`src/rtl/lcd_channel_writer_pkg.sv`:
```
// Shared definitions for the LCD channel writer: FSM states, HD44780 command
// bytes, ASCII digit bases and small formatting helpers.
package lcd_channel_writer_pkg;

  typedef enum logic [2:0] {
    ST_INIT,
    ST_IDLE,
    ST_ADDR,
    ST_CHAR,
    ST_EN_HIGH,
    ST_EN_LOW_WAIT,
    ST_DONE
  } state_t;

  localparam logic [7:0] CMD_FUNC_SET   = 8'h38;
  localparam logic [7:0] CMD_DISPLAY_ON = 8'h0C;
  localparam logic [7:0] CMD_ENTRY_MODE = 8'h06;
  localparam logic [7:0] CMD_CLEAR      = 8'h01;
  localparam logic [7:0] CMD_SET_ADDR   = 8'h80;

  localparam logic [7:0] ASCII_DIGIT_BASE = 8'h30;
  localparam logic [7:0] ASCII_ALPHA_BASE = 8'h41;

  function automatic logic [7:0] init_byte(input logic [1:0] idx);
    case (idx)
      2'd0:    return CMD_FUNC_SET;
      2'd1:    return CMD_DISPLAY_ON;
      2'd2:    return CMD_ENTRY_MODE;
      default: return CMD_CLEAR;
    endcase
  endfunction

  function automatic logic [7:0] hex_ascii(input logic [3:0] nib);
    if (nib < 4'd10) return ASCII_DIGIT_BASE + {4'h0, nib};
    else             return ASCII_ALPHA_BASE + {4'h0, nib - 4'd10};
  endfunction

  // Even channels land on line 1, odd channels on line 2, pairs 8 columns apart.
  function automatic logic [7:0] chan_addr_cmd(input int unsigned c);
    return CMD_SET_ADDR | 8'(((c % 2) * 64) + ((c / 2) * 8));
  endfunction

  function automatic int unsigned max3(input int unsigned a, input int unsigned b,
                                       input int unsigned c);
    int unsigned m;
    m = a;
    if (b > m) m = b;
    if (c > m) m = c;
    return m;
  endfunction

endpackage

```
`src/rtl/lcd_channel_writer_sender.sv`:
```
// HD44780 byte timing: one setup clock, enable high, then a short or long
// post-byte wait before accepting the next byte.
module lcd_byte_sender
  import lcd_channel_writer_pkg::*;
#(
  parameter int unsigned EN_HIGH_CYCLES    = 12,
  parameter int unsigned WAIT_CYCLES       = 2500,
  parameter int unsigned CLEAR_WAIT_CYCLES = 100000
) (
  input  logic       i_clk,
  input  logic       i_rst_n,
  input  logic       i_start,
  input  logic       i_rs_in,
  input  logic [7:0] i_byte_in,
  input  logic       i_long_wait,
  output logic       o_ready,
  output logic       o_enable,
  output logic       o_rs,
  output logic [7:0] o_lcd_data
);

  localparam int unsigned MAX_WAIT = max3(EN_HIGH_CYCLES, WAIT_CYCLES, CLEAR_WAIT_CYCLES);
  localparam int unsigned CNT_W    = $clog2(MAX_WAIT + 1);

  typedef enum logic [1:0] {SND_READY, SND_SETUP, SND_HIGH, SND_WAIT} snd_t;

  snd_t             r_phase, w_phase_nxt;
  logic [CNT_W-1:0] r_cnt, w_cnt_nxt, w_wait_last;
  logic             r_rs, r_long;
  logic [7:0]       r_byte;

  assign w_wait_last = r_long ? CNT_W'(CLEAR_WAIT_CYCLES - 1) : CNT_W'(WAIT_CYCLES - 1);

  always_comb begin
    w_phase_nxt = r_phase;
    w_cnt_nxt   = r_cnt;
    case (r_phase)
      SND_READY: if (i_start) begin
        w_phase_nxt = SND_SETUP;
        w_cnt_nxt   = '0;
      end
      SND_SETUP: begin
        w_phase_nxt = SND_HIGH;
        w_cnt_nxt   = '0;
      end
      SND_HIGH: begin
        if (r_cnt == CNT_W'(EN_HIGH_CYCLES - 1)) begin
          w_phase_nxt = SND_WAIT;
          w_cnt_nxt   = '0;
        end else begin
          w_cnt_nxt = r_cnt + CNT_W'(1);
        end
      end
      SND_WAIT: begin
        if (r_cnt == w_wait_last) begin
          w_phase_nxt = SND_READY;
          w_cnt_nxt   = '0;
        end else begin
          w_cnt_nxt = r_cnt + CNT_W'(1);
        end
      end
      default: w_phase_nxt = SND_READY;
    endcase
  end

  always_ff @(posedge i_clk or negedge i_rst_n) begin
    if (!i_rst_n) begin
      r_phase <= SND_READY;
      r_cnt   <= '0;
      r_rs    <= 1'b0;
      r_long  <= 1'b0;
      r_byte  <= '0;
    end else begin
      r_phase <= w_phase_nxt;
      r_cnt   <= w_cnt_nxt;
      if (r_phase == SND_READY && i_start) begin
        r_rs   <= i_rs_in;
        r_byte <= i_byte_in;
        r_long <= i_long_wait;
      end
    end
  end

  assign o_ready    = (r_phase == SND_READY);
  assign o_enable   = (r_phase == SND_HIGH);
  assign o_rs       = r_rs;
  assign o_lcd_data = r_byte;

endmodule

```
`src/rtl/lcd_channel_writer.sv`:
```
// Multi-channel HD44780 writer: power-up init, lowest-index arbitration of
// display requests, and binary/hex formatting of each channel's value.
module lcd_channel_writer
  import lcd_channel_writer_pkg::*;
#(
  parameter int unsigned DATA_WIDTH        = 16,
  parameter int unsigned NUM_CHANNELS      = 2,
  parameter int unsigned HEX_MODE          = 0,
  parameter int unsigned EN_HIGH_CYCLES    = 12,
  parameter int unsigned WAIT_CYCLES       = 2500,
  parameter int unsigned CLEAR_WAIT_CYCLES = 100000
) (
  input  logic                                 i_clk,
  input  logic                                 i_rst_n,
  input  logic [NUM_CHANNELS-1:0]              i_show,
  input  logic [NUM_CHANNELS*DATA_WIDTH-1:0]   i_data,
  output logic                                 o_busy,
  output logic [NUM_CHANNELS-1:0]              o_done,
  output logic                                 o_enable,
  output logic                                 o_rs,
  output logic                                 o_rw,
  output logic                                 o_on,
  output logic [7:0]                           o_lcd_data
);

  localparam int unsigned HEX_DIGITS = (DATA_WIDTH + 3) / 4;
  localparam int unsigned NUM_DIGITS = (HEX_MODE != 0) ? HEX_DIGITS : DATA_WIDTH;
  localparam int unsigned DIG_W      = $clog2(NUM_DIGITS + 1);
  localparam int unsigned CH_W       = (NUM_CHANNELS > 1) ? $clog2(NUM_CHANNELS) : 1;

  state_t                  r_state, w_state_nxt;
  logic                    r_init_mode;
  logic [1:0]              r_init_idx;
  logic [NUM_CHANNELS-1:0] r_pending, r_show_d, w_set, w_clr;
  logic [CH_W-1:0]         r_chan, w_sel;
  logic                    w_any;
  logic [DATA_WIDTH-1:0]   r_snap, w_slice;
  logic [DIG_W-1:0]        r_digits;
  logic                    r_en_d;
  logic                    w_start, w_rs, w_long, w_ready, w_enable;
  logic [7:0]              w_byte, w_char;

  always_comb begin
    w_any   = 1'b0;
    w_sel   = '0;
    w_slice = '0;
    for (int unsigned c = 0; c < NUM_CHANNELS; c++) begin
      if (r_pending[c] && !w_any) begin
        w_any   = 1'b1;
        w_sel   = CH_W'(c);
        w_slice = i_data[c*DATA_WIDTH +: DATA_WIDTH];
      end
    end
  end

  // A level held high while idle re-arms its own bit, so it repeats by design.
  assign w_set = (i_show & ~r_show_d) | ((r_state == ST_IDLE) ? i_show : '0);
  assign w_clr = (r_state == ST_IDLE && w_any) ? (NUM_CHANNELS'(1) << w_sel) : '0;

  // r_digits counts down; digit (r_digits-1) is the one being sent next.
  if (HEX_MODE != 0) begin : g_hex
    logic [HEX_DIGITS*4-1:0] w_pad;
    assign w_pad = (HEX_DIGITS*4)'(r_snap);
    always_comb begin
      w_char = ASCII_DIGIT_BASE;
      for (int unsigned i = 0; i < HEX_DIGITS; i++) begin
        if (DIG_W'(i + 1) == r_digits) w_char = hex_ascii(w_pad[i*4 +: 4]);
      end
    end
  end else begin : g_bin
    always_comb begin
      w_char = ASCII_DIGIT_BASE;
      for (int unsigned i = 0; i < DATA_WIDTH; i++) begin
        if (DIG_W'(i + 1) == r_digits) w_char = ASCII_DIGIT_BASE | {7'h00, r_snap[i]};
      end
    end
  end

  always_comb begin
    w_state_nxt = r_state;
    w_start     = 1'b0;
    w_rs        = 1'b0;
    w_long      = 1'b0;
    w_byte      = 8'h00;
    case (r_state)
      ST_INIT: begin
        w_start     = 1'b1;
        w_byte      = init_byte(r_init_idx);
        w_long      = (r_init_idx == 2'd3);
        w_state_nxt = ST_EN_HIGH;
      end
      ST_IDLE: if (w_any) w_state_nxt = ST_ADDR;
      ST_ADDR: begin
        w_start     = 1'b1;
        w_byte      = chan_addr_cmd(32'(r_chan));
        w_state_nxt = ST_EN_HIGH;
      end
      ST_CHAR: begin
        w_start     = 1'b1;
        w_rs        = 1'b1;
        w_byte      = w_char;
        w_state_nxt = ST_EN_HIGH;
      end
      // Leave once the sender's enable pulse has come and gone.
      ST_EN_HIGH: if (r_en_d && !w_enable) w_state_nxt = ST_EN_LOW_WAIT;
      ST_EN_LOW_WAIT: begin
        if (w_ready) begin
          if (r_init_mode)          w_state_nxt = (r_init_idx == 2'd3) ? ST_IDLE : ST_INIT;
          else if (r_digits == '0)  w_state_nxt = ST_DONE;
          else                      w_state_nxt = ST_CHAR;
        end
      end
      ST_DONE: w_state_nxt = ST_IDLE;
      default: w_state_nxt = ST_INIT;
    endcase
  end

  always_ff @(posedge i_clk or negedge i_rst_n) begin
    if (!i_rst_n) begin
      r_state     <= ST_INIT;
      r_init_mode <= 1'b1;
      r_init_idx  <= '0;
      r_pending   <= '0;
      r_show_d    <= '0;
      r_chan      <= '0;
      r_snap      <= '0;
      r_digits    <= '0;
      r_en_d      <= 1'b0;
    end else begin
      r_state   <= w_state_nxt;
      r_show_d  <= i_show;
      r_en_d    <= w_enable;
      r_pending <= (r_pending & ~w_clr) | w_set;
      if (r_state == ST_IDLE && w_any) begin
        r_chan   <= w_sel;
        r_snap   <= w_slice;
        r_digits <= DIG_W'(NUM_DIGITS);
      end
      if (r_state == ST_CHAR) r_digits <= r_digits - DIG_W'(1);
      if (r_state == ST_EN_LOW_WAIT && w_ready && r_init_mode) begin
        if (r_init_idx == 2'd3) r_init_mode <= 1'b0;
        else                    r_init_idx  <= r_init_idx + 2'd1;
      end
    end
  end

  lcd_byte_sender #(
    .EN_HIGH_CYCLES    (EN_HIGH_CYCLES),
    .WAIT_CYCLES       (WAIT_CYCLES),
    .CLEAR_WAIT_CYCLES (CLEAR_WAIT_CYCLES)
  ) u_sender (
    .i_clk       (i_clk),
    .i_rst_n     (i_rst_n),
    .i_start     (w_start),
    .i_rs_in     (w_rs),
    .i_byte_in   (w_byte),
    .i_long_wait (w_long),
    .o_ready     (w_ready),
    .o_enable    (w_enable),
    .o_rs        (o_rs),
    .o_lcd_data  (o_lcd_data)
  );

  assign o_enable = w_enable;
  assign o_busy   = (r_state != ST_IDLE);
  assign o_done   = (r_state == ST_DONE) ? (NUM_CHANNELS'(1) << r_chan) : '0;
  assign o_rw     = 1'b0;
  assign o_on     = 1'b1;

endmodule
```
`config.mk`:
```
export PLATFORM = sky130hd
export DESIGN_NAME = lcd_channel_writer
export DESIGN_NICKNAME = d
export VERILOG_FILES = /design/src/rtl/lcd_channel_writer_pkg.sv /design/src/rtl/lcd_channel_writer_sender.sv /design/src/rtl/lcd_channel_writer.sv
export SDC_FILE = /design/constraint.sdc
export NUM_CORES = 1
export LEC_CHECK = 0
export ABC_AREA = 1
export CAP_MARGIN = 5
export CORE_MARGIN = 1
export CORE_UTILIZATION = 50
export CTS_BUF_LIST = sky130_fd_sc_hd__clkbuf_8 sky130_fd_sc_hd__clkbuf_16
export CTS_CLUSTER_DIAMETER = 100
export CTS_CLUSTER_SIZE = 24
export DETAILED_ROUTE_END_ITERATION = 8
export GPL_ROUTABILITY_DRIVEN = 0
export GPL_TIMING_DRIVEN = 0
export MAX_ROUTING_LAYER = met4
export PLACE_DENSITY = 0.75
export SLEW_MARGIN = 20
export SYNTH_ARGS = -nofsm -noshare
export SYNTH_HDL_FRONTEND = slang
export SYNTH_SLANG_ARGS = --single-unit
```
`constraint.sdc`:
```
create_clock -name i_clk -period 2.15 [get_ports i_clk]
set_clock_uncertainty 0.2 [all_clocks]
set_input_delay 0.43 -clock i_clk [delete_from_list [all_inputs] [get_ports i_clk]]
set_output_delay 0.43 -clock i_clk [all_outputs]
set_load 0.01 [all_outputs]
```
# Yosys cells after proc, flatten, opt, wreduce, memory -nomap -nowiden
# Cells that the tools add are included.
# op_classes
addsub	3
shift	2
n_bitwise	7
n_div	0
mux	47
n_reduce_logical	18
order_cmp	0
mul	0
eq_ne	37
# ops
op	n
two-way mux 17 bit	4
case mux 17 bit (4 select lines)	1
equality test 4 x 5 -> 1 bit, first input constant	8
two-way mux 16 bit	2
case mux 8 bit (3 select lines)	1
two-way mux 1 bit	22
equality test 3 x 5 -> 1 bit, first input constant	4
case mux 6 bit (3 select lines)	1
adder 17 x 1 -> 17 bit, second input constant	1
equality test 17 bit	1
equality test 17 x 4 -> 1 bit, second input constant	1
two-way mux 3 bit	5
case mux 3 bit (5 select lines)	1
two-way mux 2 bit	6
equality test 2 x 5 -> 1 bit, first input constant	2
two-way mux 5 bit	2
equality test 3 bit, second input constant	3
equality test 2 bit, second input constant	4
two-way mux 8 bit	1
case mux 2 bit (4 select lines)	1
equality test 3 x 2 -> 1 bit, second input constant	2
logical AND 1 bit	6
!= test 2 x 1 -> 1 bit, second input constant	3
!= test 2 bit, second input constant	3
20 further kinds	29
# word_totals
wordCells	128
out_inout_bits	15
mem_bits_ro	0
ramBits	0
input_bits	36
ff_bits	62
n_memories	0
latchBits	0

# Logic depth before layout (Yosys ltp)
# logic_depth
word_depth	18
depth_mapped	21

# Hierarchy
# From an unflattened synthesis, not the netlist that was laid out.
# hier_totals
hier_cells	498
hier_area_um2	3762.4
# modules_own_cells
mod	cells_each	area_per_inst_um2	instances
lcd_channel_writer	275	2003.2	1
lcd_byte_sender	223	1759.2	1

# Worst setup path before layout
# No wires, ideal clock.
# synth_path
path_type	register to register
from	reg r_digits[0]
to	reg u_sender.r_byte[0], in the netlist u_sender.o_lcd_data[0]
setup_ns	0.116
slack_ns	0.261
path_stages_with_launch	22
t_arrival_ns	1.573
path_cell_list	dfrtp_1 inv_1 ha_1 inv_1 nand3_1 nand2_1 nand2_1 nand2_1 nand2_1 nand2_1 nand2_1 nand2_1 nand2_1 nand3_1 nand3_1 nand2_1 nand2_1 nand2_1 nand2_1 nand2_1 nand2_1 nand2_1
# synth_between
elab_chain_len	18
word_cells_on_any_way	33
# synth_lines
item	line_no	text
from (decl)	lcd_channel_writer.sv:38	logic [DIG_W-1:0] r_digits;
from (signal assigned)	lcd_channel_writer.sv:137	r_digits <= DIG_W'(NUM_DIGITS);
from (signal assigned)	lcd_channel_writer.sv:139	if (r_state == ST_CHAR) r_digits <= r_digits - DIG_W'(1);
equality test 1 x 5 -> 1 bit	lcd_channel_writer.sv:74	if (DIG_W'(i + 1) == r_digits) w_char = ASCII_DIGIT_BASE | {7'h00, r_snap[i]};
two-way mux 1 bit (15 in a row)	lcd_channel_writer.sv:74	
two-way mux 8 bit (*)	lcd_channel_writer.sv:74	
case mux 8 bit (3 select lines) (*)	lcd_channel_writer.sv:85	case (r_state)
to (signal assigned)	lcd_channel_writer_sender.sv:78	r_byte <= i_byte_in;
to (decl)	lcd_channel_writer_sender.sv:30	logic [7:0] r_byte;
# Mark *: on every way between the ends. The rest lies on a longest branch, timed or not.
# A chain may end at the register's enable or synchronous reset.

# Worst setup path in the final report
# layout_path
from	reg u_sender.r_cnt[0]
to	reg u_sender.r_cnt[8]
# layout_between
elab_chain_len	3
word_cells_on_any_way	6
# layout_lines
item	line_no	text
from (decl)	lcd_channel_writer_sender.sv:28	logic [CNT_W-1:0] r_cnt, w_cnt_nxt, w_wait_last;
from (signal assigned)	lcd_channel_writer_sender.sv:75	r_cnt <= w_cnt_nxt;
adder 17 x 1 -> 17 bit, or another cell as far along	lcd_channel_writer_sender.sv:51, lcd_channel_writer_sender.sv:59	
two-way mux 17 bit (on tied branches)	lcd_channel_writer_sender.sv:55, lcd_channel_writer_sender.sv:47	
case mux 17 bit (4 select lines) (*)	lcd_channel_writer_sender.sv:37	case (r_phase)
# Marked as above.

==> impl_results.md <==
- Pre-CTS WS: -0.1228 ns
- Critical R2R Capture: u_sender.r_cnt[8]
- Port Buffers: 48
- Sequential fraction of the synthesis area: 43.89%
- Most common cell after layout, fill and taps aside: nand2_1
- Setup crit start kind: flop
- Main synth FF type: dfrtp_1
- Clk root buf: clkbuf_8
- Number of vias per cell: 5.316
- Post-synth cell types: 41
- Yosys warning total: 0
- Syn_area_per_cell: 7.822 µm²
- Inserted Diodes: 0
- WL final: 8146 µm
- Dpl hpwl: 6017 µm
- Slew of the pin with the lowest slew margin: 0.5295 ns
- First-pass GRT wire length: 13700 µm
- Peak VDD IR: 0.0003231 V
- Initial core utilization: 51.52%
- Largest fanout on the critical path: 6
- Reg2Reg Depth: 7
- Die width: 85.44 µm
- H-tree depth: 3
- Reg clk slew, reported paths: 0.07 ns
- ANT nets after route: 0
- Worst r2r src: u_sender.r_cnt[0]
- Finish-stage setup viols: 0
- Fmax: 471.2 MHz
- Grt total ovfl: 0
- Core area: 6756 µm²
- P&R area growth vs syn: 29.51%
- CP arrival: 2.13 ns
- R2r setup slk: 0.03 ns
- Crit Path Category: flop to flop
- Area leader, netlist: dfrtp_1
- Full die area: 7299 µm²
- Hold path depth: 2
- 1st-iter DRT viols: 178
- Relative slew margins: 64.70%
- Die Span Y: 85.44 µm
- Most frequent cells in the layout: nand2_1, dfrtp_1, inv_1, clkdlybuf4s50_1, nor2_1
- CTS tree: built
- Yosys reg bits: 61
- Hold slack: 0.3115 ns
- Hold endpoint: u_sender.o_lcd_data[7]
- Post-synth top area share: 43.13%
- Post-synth EDFFs: 0
- Final worst-path cycle share: 98.71%
- Initial antenna violation count: 0
- Synth Net Count: 495
- Clk sink count: 61
- Number of global-route vias before repair: 3046
- Via count: 3184
- CTS max path bufs: 2
- Area contributors post-synth: dfrtp_1, nand2_1, inv_1
- DRC: 0
- Final min period: 2.122 ns
- Ports: 51
- FP Rows: 30
- Syn Inst Count: 445
- Num CTS Buffers: 9
- Largest net degree at the start of global routing: 37
- Worst-Skew Late Latency: 0.34 ns
- Pwr/cell area: 514.2 nW/µm²
- Crit end category: flop
- Status: finished, final reports clean
- Class of the worst hold path: flop to flop
- GRT Util Overall: 24.60%
- Slowest-stage cell, CP: nor4_1
- 1st-pass router iterations: 4
- Worst-path cell chain: ha_4 > nand4_1 > nor4_1 > o21ai_2 > nand2_2 > buf_6 > o22ai_1
- Cell leakage power: 1.984 nW
- Hold_sp: u_sender.o_lcd_data[7]
- Max incr delay on CP: 0.45 ns
- Mapped cell area: 3481 µm²
- Post-synth ARST share: 100.0%
- Crit path buf inv count: 1
- Final setup margin: 0.02768 ns
- Layout cells sized above 1: 16.38%
- Routed len/inst: 13.60 µm
- Max-slew violations: 0
- CP top delay family: simple AND/OR/NAND/NOR gates
- Layout Nets: 564
- Final Hold Fails: 0
- Data required, critical path: 2.15 ns
- Max-cap viol count: 0
- RSZ-0062 raised after global routing: true
per-stage QoR:
stage	instance area (µm²)	setup TNS [ns]	instances	util, %	total power, mW
2_1_floorplan	3481	0	445	-	1.184
3_3_place_gp	4061	-89.24	573	60.11	1.271
3_5_place_dp	4079	-1.410	574	60.37	1.276
4_1_cts	4327	0	591	64.04	2.338
5_1_grt	4508	-1.130	599	66.72	2.401
6_report	4508	0	599	66.72	2.318
Yosys cell counts (2+ instances only):
library cell,instances
nor2_4,2
a21oi_1,7
buf_4,3
nor4_1,5
nand4_1,6
clkbuf_1,5
conb_1,2
nand3_1,25
inv_1,60
nand3_2,2
inv_2,5
a31oi_1,17
nor3_1,8
xnor2_1,2
ha_1,14
o21ai_0,39
o22ai_1,12
o2111ai_1,2
nor2_1,42
nand2_1,96
nand2_2,2
dfrtp_1,60
buf_2,3
xor2_1,6
nor2_2,4
state kept, by name, indices dropped and copies added, names as in the netlist:
register             flops
r_chan                   1
r_digits                 5
r_en_d                   1
r_init_idx               2
r_init_mode              1
r_pending                2
r_show_d                 2
r_snap                  16
r_state                  3
u_sender.o_lcd_data      7
u_sender.o_rs            1
u_sender.r_cnt          17
u_sender.r_long          1
u_sender.r_phase         2
cell families after synthesis:
group	synth area share, %
other	0.2158
AOI/OAI and AO/OA	15.42
adders and majority gates	5.032
DFF	43.89
xor gates and xnor gates	2.013
and+or+nand+nor	24.37
buffers and inverters	9.058
worst register-to-register path: cells and delay by family, from the launching register on:
family	cells	cell delay [ns]
AND/OR/NAND/NOR	3	0.79
flip-flops	1	0.42
AO/OA/AOI/OAI	2	0.26
adder cells (fa/ha/maj)	1	0.17
buffers and inverters	1	0.15
cell type report:
| class | count | area [µm²] |
|---|---|---|
| Clock buffer | 12 | 165.2 |
| Tap cell | 80 | 100.1 |
| Clock inverter | 4 | 46.29 |
| Fill cell | 564 | 2248 |
| Multi-Input combinational cell | 306 | 1773 |
| Timing Repair Buffer | 59 | 574.3 |
| Buffer | 11 | 63.81 |
| Inverter | 66 | 254.0 |
| Sequential cell | 61 | 1531 |
report_power, final:
group / leakage, nW / switching, mW / internal (mW)
Sequential: 0.701 / 0.000445 / 1.15
Clock: 0.110 / 0.440 / 0.624
Combinational: 1.17 / 0.0380 / 0.0661
routing by layer:
| layer | wire, µm | global-route usage (%) |
|---|---|---|
| met1 | 3753 | 31.82 |
| met2 | 3868 | 39.64 |
| met3 | 439 | 3.502 |
| met4 | 85 | 8.636 |
| met5 | 0 | - |
worst max-delay path by stage:
stage / from / endpoint / slack [ns] / depth (start not counted)
after floorplan: r_digits[0] / u_sender.o_lcd_data[0] / 0.26 / 21
after global placement: i_rst_n / r_snap[12] / -1.47 / 1
after detailed placement: u_sender.r_phase[0] / u_sender.o_lcd_data[5] / -0.12 / 7
after CTS: u_sender.r_phase[0] / r_init_idx[1] / 0.0003 / 7
after global routing: u_sender.r_cnt[0] / u_sender.r_cnt[8] / -0.11 / 9
final: u_sender.r_cnt[0] / u_sender.r_cnt[8] / 0.03 / 7
what timing repair did:
action	in CTS	in global routing
hold buffers	1	0
gates cloned	0	1
endpoints found under the setup margin	23	21
setup buffers	1	7
pin swaps	0	7
gates resized for setup	15	37
hold endpoints to repair	24	0
(Power assumes the default switching activity.)
